`config.mk`:
```
export PLATFORM = sky130hd
export DESIGN_NAME = clk_div_bank
export DESIGN_NICKNAME = d
export VERILOG_FILES = /design/src/rtl/clk_div_pkg.sv /design/src/rtl/clk_div_chan.sv /design/src/rtl/clk_div_bank.sv
export SDC_FILE = /design/constraint.sdc
export NUM_CORES = 1
export LEC_CHECK = 0
export CAP_MARGIN = 25
export CORE_UTILIZATION = 65
export CTS_CLUSTER_DIAMETER = 120
export CTS_CLUSTER_SIZE = 10
export DETAILED_ROUTE_END_ITERATION = 10
export PLACE_DENSITY = 0.95
export SYNTH_ARGS = -nofsm -noshare
export SYNTH_HDL_FRONTEND = slang
export SYNTH_SLANG_ARGS = --single-unit
```
`constraint.sdc`:
```
create_clock -name clk_in -period 26.1 [get_ports clk_in]
set_input_delay 5.22 -clock clk_in [delete_from_list [all_inputs] [get_ports clk_in]]
set_output_delay 5.22 -clock clk_in [all_outputs]
set_load 0.01 [all_outputs]
```
`src/rtl/clk_div_pkg.sv`:
```
// Shared defaults for the clock divider bank and the channel-select width helper.
package clk_div_pkg;

  localparam int C_NCH     = 4;
  localparam int C_WIDTH   = 20;
  localparam int C_DEF_DIV = 65000;

  function automatic int ch_w(input int n);
    return (n > 1) ? $clog2(n) : 1;
  endfunction

endpackage

```
`src/rtl/clk_div_chan.sv`:
```
// One divider channel: count 0..div, tick and toggle clk_out at terminal count.
// Divisor changes go through a shadow and apply at terminal count (or at once while idle).
module clk_div_chan
  import clk_div_pkg::*;
#(
  parameter int WIDTH   = C_WIDTH,
  parameter int DEF_DIV = C_DEF_DIV
) (
  input  logic             clk_in,
  input  logic             rst,
  input  logic             en,
  input  logic             wr,
  input  logic [WIDTH-1:0] wr_div,
  output logic             tick,
  output logic             clk_out,
  output logic             pending
);

  localparam logic [WIDTH-1:0] DEF = WIDTH'(DEF_DIV);

  logic [WIDTH-1:0] count;
  logic [WIDTH-1:0] div;
  logic [WIDTH-1:0] shadow;

  always_ff @(posedge clk_in or posedge rst) begin
    if (rst) begin
      count   <= '0;
      div     <= DEF;
      shadow  <= DEF;
      pending <= 1'b0;
      tick    <= 1'b0;
      clk_out <= 1'b0;
    end else begin
      tick <= 1'b0;
      if (en) begin
        if (count == div) begin
          count   <= '0;
          tick    <= 1'b1;
          clk_out <= ~clk_out;
          pending <= 1'b0;
          // A write landing on the terminal edge wins over any older shadow.
          if (wr) begin
            div    <= wr_div;
            shadow <= wr_div;
          end else if (pending) begin
            div <= shadow;
          end
        end else begin
          count <= count + WIDTH'(1);
          if (wr) begin
            shadow  <= wr_div;
            pending <= 1'b1;
          end
        end
      end else if (wr) begin
        shadow  <= wr_div;
        pending <= 1'b1;
      end else if (pending) begin
        // Idle channel: apply now, clamping the held count into the new range.
        div     <= shadow;
        pending <= 1'b0;
        if (count > shadow) count <= '0;
      end
    end
  end

endmodule

```
`src/rtl/clk_div_bank.sv`:
```
// Bank of NCH independent clock dividers with a shared divisor write port.
// Holds only write decode and the registered cfg_ack; channels are clk_div_chan.
module clk_div_bank
  import clk_div_pkg::*;
#(
  parameter int NCH     = C_NCH,
  parameter int WIDTH   = C_WIDTH,
  parameter int DEF_DIV = C_DEF_DIV
) (
  input  logic                   clk_in,
  input  logic                   rst,
  input  logic [NCH-1:0]         en,
  input  logic                   cfg_we,
  input  logic [ch_w(NCH)-1:0]   cfg_ch,
  input  logic [WIDTH-1:0]       cfg_div,
  output logic                   cfg_ack,
  output logic [NCH-1:0]         tick,
  output logic [NCH-1:0]         clk_out,
  output logic [NCH-1:0]         pending
);

  logic wr_ok;

  // Out-of-range channel numbers are dropped silently.
  assign wr_ok = cfg_we && (int'(cfg_ch) < NCH);

  always_ff @(posedge clk_in or posedge rst) begin
    if (rst) cfg_ack <= 1'b0;
    else     cfg_ack <= wr_ok;
  end

  for (genvar i = 0; i < NCH; i++) begin : g_chan
    clk_div_chan #(
      .WIDTH   (WIDTH),
      .DEF_DIV (DEF_DIV)
    ) u_chan (
      .clk_in  (clk_in),
      .rst     (rst),
      .en      (en[i]),
      .wr      (wr_ok && (int'(cfg_ch) == i)),
      .wr_div  (cfg_div),
      .tick    (tick[i]),
      .clk_out (clk_out[i]),
      .pending (pending[i])
    );
  end

endmodule

```
-- Word level (Yosys, flattened, before mapping)
Cells that the tools add are included.
- register bits after elaboration: 253
- input bits: 29
- output and inout bits: 13
- word-level logic and storage cells: 145
- add/subtract/negate cells: 4
- $lt $le $gt $ge: 4
- equality and inequality tests: 19
- mux-type cells: 64
- bitwise operators: 4
- reduce and logical (&&, ||, !) cells: 25
- operators by type and width (cell ; count):
    $mux 20 ; 40
    $add 20x1->20 const B ; 4
    $eq 20x20->1 ; 4
    $gt 20x20->1 ; 4
    $mux 1 ; 24
    $reduce_and 2->1 ; 8
    $reduce_bool 2->1 ; 8
    $ne 3x1->1 const B ; 4
    $reduce_and 3->1 ; 4
    $ne 2x1->1 const B ; 4
    $ne 2x2->1 const B ; 4
    $eq 2x2->1 const B ; 2
    $logic_and 1x1->1 ; 4
    $not 1->1 ; 4
    $eq 2x1->1 const B ; 1
    $logic_not 2->1 ; 1

-- Logic depth before layout (Yosys ltp)
- word-level depth: 5
- depth in mapped cells: 10
- gate-level depth less buffers: 8

-- By module
From an unflattened synthesis, not the netlist that was laid out.
- cells, all modules: 1530
- area, all modules: 14610.3 um2
- by module, submodules not included (module ; instances ; cells each ; area an instance (um2) ; seq. area each (um2)):
    clk_div_chan ; 4 ; 381 ; 3636.0 ; 1604.0
    clk_div_bank ; 1 ; 6 ; 66.3 ; 25.0

-- Least setup slack after synthesis
No wires, ideal clock.
- kind: input to register
- start point: input cfg_ch[1]
- end point: register g_chan[1].u_chan.count[4]
- data arrival time: 6.586 ns
- data required time: 25.976 ns
- path slack: 19.390 ns
- stages: 9
- path buffers: 3
- cell sequence: buf_4 -> nand3b_4 -> nand2_1 -> a21oi_1 -> o22ai_1 -> or2_1 -> buf_4 -> buf_2 -> a211o_1
- word-level cells in the longest chain between the ends: 4
- ends and longest elaborated chain (element ; RTL line ; text):
    start: declaration ; clk_div_bank.sv:14 ; input logic [ch_w(NCH)-1:0] cfg_ch,
    $eq 2x2->1 ; clk_div_bank.sv:40 ; .wr (wr_ok && (int'(cfg_ch) == i)),
    $logic_and 1x1->1 ; clk_div_bank.sv:40 ;
    $ne 2x2->1 (no source line) ; -- ;
    $reduce_and 3->1 (no source line) ; -- ;
    end signal: assignment ; clk_div_chan.sv:49 ; count <= count + WIDTH'(1);
    end: declaration ; clk_div_chan.sv:21 ; logic [WIDTH-1:0] count;
Every way passes these cells.
A chain may end at the register's enable or synchronous reset.

-- Worst setup path after layout
- start point: input cfg_ch[0]
- end point: register g_chan[1].u_chan.div[14]
- word-level cells in the longest chain between the ends: 5
- ends and longest elaborated chain (element ; RTL line ; text):
    $eq 2x2->1 * ; clk_div_bank.sv:40 ;
    $logic_and 1x1->1 * ; clk_div_bank.sv:40 ;
    $mux 20 ; clk_div_chan.sv:42 ; if (wr) begin
    $mux 20 ; clk_div_chan.sv:36 ; if (count == div) begin
    $mux 20 ; clk_div_chan.sv:35 ; if (en) begin
    end signal: assignment ; clk_div_chan.sv:43 ; div <= wr_div;
    end signal: assignment ; clk_div_chan.sv:46 ; div <= shadow;
    end signal: assignment ; clk_div_chan.sv:60 ; div <= shadow;
    end: declaration ; clk_div_chan.sv:22 ; logic [WIDTH-1:0] div;
Every way passes the cells marked *; elsewhere a longest branch is shown, timed or not. The select of a mux whose other input is x is not followed.

==> run_results.csv <==
group,metric,value,unit
global_route,overflow,0,
placement,place_hpwl,26200,microns
synthesis,yosys_warnings,0,
placement,dp_slack,17620,ps
worst_setup_path,worstPathMaxFanout,44,
placement,dpl_cell_area,15600,sq um
synthesis,synthMuxAreaShare,3.36,%
floorplanning,dieArea,24000,sq um
clocking,cts_tree,"done",
pwr,p_leak,7.08,nW
worst_setup_path,critPathKind,"in -> reg",
pwr,p_clk_share,24.2,%
final_layout,syn2layout_area_growth,8.75,%
sta,hold_viol_final,0,
worst_setup_path,max_stage_delay,740,ps
pwr,internal_power,0.000954,W
placement,placed_cells,1902,
synthesis,synthAdderAreaFrac,6.92,%
route,vias,13000,
worst_setup_path,cp_cell_sequence,"clkdlybuf4s50_1 -> and3b_1 -> buf_4 -> nand2_1 -> buf_8 -> nand2_1 -> a21oi_1 -> a211oi_1",
sta,finalCritPeriodShare,29.7,%
synthesis,ys_seq_elements,253,
final_layout,drive_above_1_share,12.9,%
global_route,grt_pass1_wl,64900,microns
global_route,grt_usage,33.9,%
synthesis,synth_top_family_by_area,"compound AO/OA/AOI/OAI gates",
sta,max_freq,129,MHz
pwr,p_comb_share,32.2,%
synthesis,synth.top_cells.by_count,"dfrtp_1 (165), o21ai_0 (149), inv_1 (148)",
route,routedWlPerCell,20.6,microns
worst_setup_path,cp-end-kind,"register",
global_route,grt_pass1_vias,12900,
final_layout,fill_cells,1475,
worst_setup_path,regToRegSetupSlack,23010,ps
sta,finalMaxSlewViolations,0,
floorplanning,row_count,55,
sta,fin_ws,18360,ps
sta,rsz0062_at_grt,"no",
route,drc,0,
placement,place.gp.congestion,0.946,
synthesis,synth_cell_type_count,73,
clocking,cts_sinks,253,
sta,fin_setup_tns,0,ps
synthesis,synth.avg_cell_area,9.31,sq um
flow_run,drv_cap,0,
pwr,switching_share,37.9,%
worst_setup_path,critPathRequiredTime,26570,ps
sta,hold-worst-slack,463,ps
pwr,max-vdd-ir-drop,0.0810,mV
worst_setup_path,cp_common_cell,"nand2_1",
clocking,cts_root_buf,"clkbuf_16",
final_layout,final_nets,1737,
global_route,antenna_found_initial,1,
run_status,status,"finished clean",
placement,io_buffers,41,
clocking,cts-htree-levels,1,
clocking,post-cts-setup-buffers,0,
final_layout,final_area,16500,sq um
sta,tightest_slew,1040,ps
final_layout,antennaDiodeCount,0,
sta,skew,15.5,ps
pwr,power.density,93.1,nW/um^2
synthesis,synth_area_leaders,"dfrtp_1 (27%), dfstp_2 (15%), ha_1 (6.9%)",
route,drt_wl_total,40400,microns
final_layout,layout.cells.non_filler,1958,
synthesis,synth_xor_area_share,5.42,%
floorplanning,die_w,155,microns
floorplanning,core_area,22800,sq um
sta,setup_violations,0,
global_route,grt_start_max_net_pins,144,
sta,slew_headroom,30.8,%
synthesis,async_flop_share,100,%
synthesis,netlist_instances,1630,
floorplanning,io_pins,42,
route,drt_iter0_markers,1443,
clocking,cts.repair.resized,0,
route,ant_nets,0,
clocking,clk_pin_slew,60,ps
pwr,p_sw,0.000583,W
synthesis,syn-num-nets,1743,
floorplanning,fp.dieH,155,microns
synthesis,synth_compound_area_share,18.3,%
synthesis,synth_seq_area_share,42.4,%
floorplanning,initial_core_util,66.6,%
clocking,cts_made_buffers,29,
synthesis,synth_edf_count,0,
synthesis,synth_area,15200,sq um
synthesis,synthSimpleGateAreaFrac,16.4,%
pwr,seq_power_share,43.6,%
worst_setup_path,cp.arrival,8210,ps
sta,post-route-min-period,7740,ps
clocking,clockBufferDepth,3,
route,dr.pass1.iters,5,
clocking,clk_latency,570,ps
synthesis,ys.flop_type,"dfrtp_1",
synthesis,synth_top_area_share,27.2,%
worst_setup_path,critPathLaunchType,"primary input",
synthesis,synth_most_common_cell,"dfrtp_1",
worst_hold_path,hold_class,"reg -> reg",
worst_setup_path,crit_slowest_cell,"clkdlybuf4s50_1",
clocking,hold_buffers,0,
route,drt-vias-per-instance,6.66,
synthesis,synth_top_cell_by_area,"dfrtp_1",
## sequential cells by signal, indices dropped and copies added (netlist names)
signal / flops
g_chan.u_chan.count: 80
g_chan.u_chan.clk_out: 4
g_chan.u_chan.shadow: 80
cfg_ack: 1
g_chan.u_chan.div: 80
g_chan.u_chan.pending: 4
g_chan.u_chan.tick: 4
## final timing paths
path                                                     to  cells after the start                         from
worst min-delay path               g_chan[1].u_chan.clk_out                      1     g_chan[1].u_chan.clk_out
min in group asynchronous       g_chan[0].u_chan.shadow[19]                      2                          rst
worst max register to register   g_chan[2].u_chan.count[10]                      8  g_chan[2].u_chan.shadow[14]
worst max-delay path               g_chan[1].u_chan.div[14]                      8                    cfg_ch[0]
worst min register to register     g_chan[1].u_chan.clk_out                      1     g_chan[1].u_chan.clk_out
max in group asynchronous        g_chan[1].u_chan.shadow[3]                      4                          rst
## critical path, delay by kind of cell
kind | cells | cell delay [ps]
compound gates | 2 | 440
buf+inv | 3 | 1400
simple gates | 3 | 1120
## final cells by class
class | instances | area [sq um] | area share (%)
Clock buffer | 50 | 805 | 4.87
Clock inverter | 2 | 28.8 | 0.174
Multi-Input combinational cell | 1132 | 7670 | 46.5
Sequential cell | 253 | 6440 | 39.0
Timing Repair Buffer | 60 | 608 | 3.68
Inverter | 148 | 563 | 3.41
Tap cell | 313 | 392 | 2.37
## cells by family (layout without fill, tap and decap cells)
kind of cell | after synthesis | count (layout)
muxes | 46 | 46
and+or+nand+nor | 485 | 485
buffers and inverters | 245 | 260
DFF | 253 | 253
AOI/OAI and AO/OA | 423 | 423
adders and majority gates | 84 | 84
xor gates and xnor gates | 94 | 94
## routing by layer
layer  up-vias  track usage, %  part of all wire [%]
met5         -               0                 0.030
met4         2            16.4                   5.4
met3       170            5.91                   9.0
met2       728            55.7                    47
met1      6294            43.7                    39
li1       5840               -                     -
## power by group through the flow
stage | logic (W) | registers [W] | clock network, W
2_1_floorplan | 0.000388 | 0.000614 | 0
3_3_place_gp | 0.000441 | 0.000658 | 0
6_report | 0.000495 | 0.000670 | 0.000372
3_5_place_dp | 0.000475 | 0.000667 | 0
4_1_cts | 0.000486 | 0.000663 | 0.000373
5_1_grt | 0.000548 | 0.000683 | 0.000388
## per-stage QoR
step | total power (W) | utilization (%)
6_report | 0.00154 | 72.5
5_1_grt | 0.00162 | 72.5
4_1_cts | 0.00152 | 72.1
3_5_place_dp | 0.00114 | 68.4
3_3_place_gp | 0.00110 | 68.4
2_1_floorplan | 0.00100 | -
## cell usage in the layout, fill, tap and decap left out, drive strengths merged, types with 31 or more instances in the layout
| master | instances |
|---|---|
| xnor2 | 63 |
| xor2 | 31 |
| clkdlybuf4s50 | 41 |
| a21oi | 73 |
| a2bb2oi | 40 |
| nand4 | 45 |
| inv | 150 |
| nor3 | 33 |
| dfstp | 88 |
| nand2 | 105 |
| nand3 | 103 |
| dfrtp | 165 |
| ha | 84 |
| clkbuf | 50 |
| mux2 | 40 |
| nor2 | 103 |
| o21ai | 151 |
(Power assumes the default switching activity.)
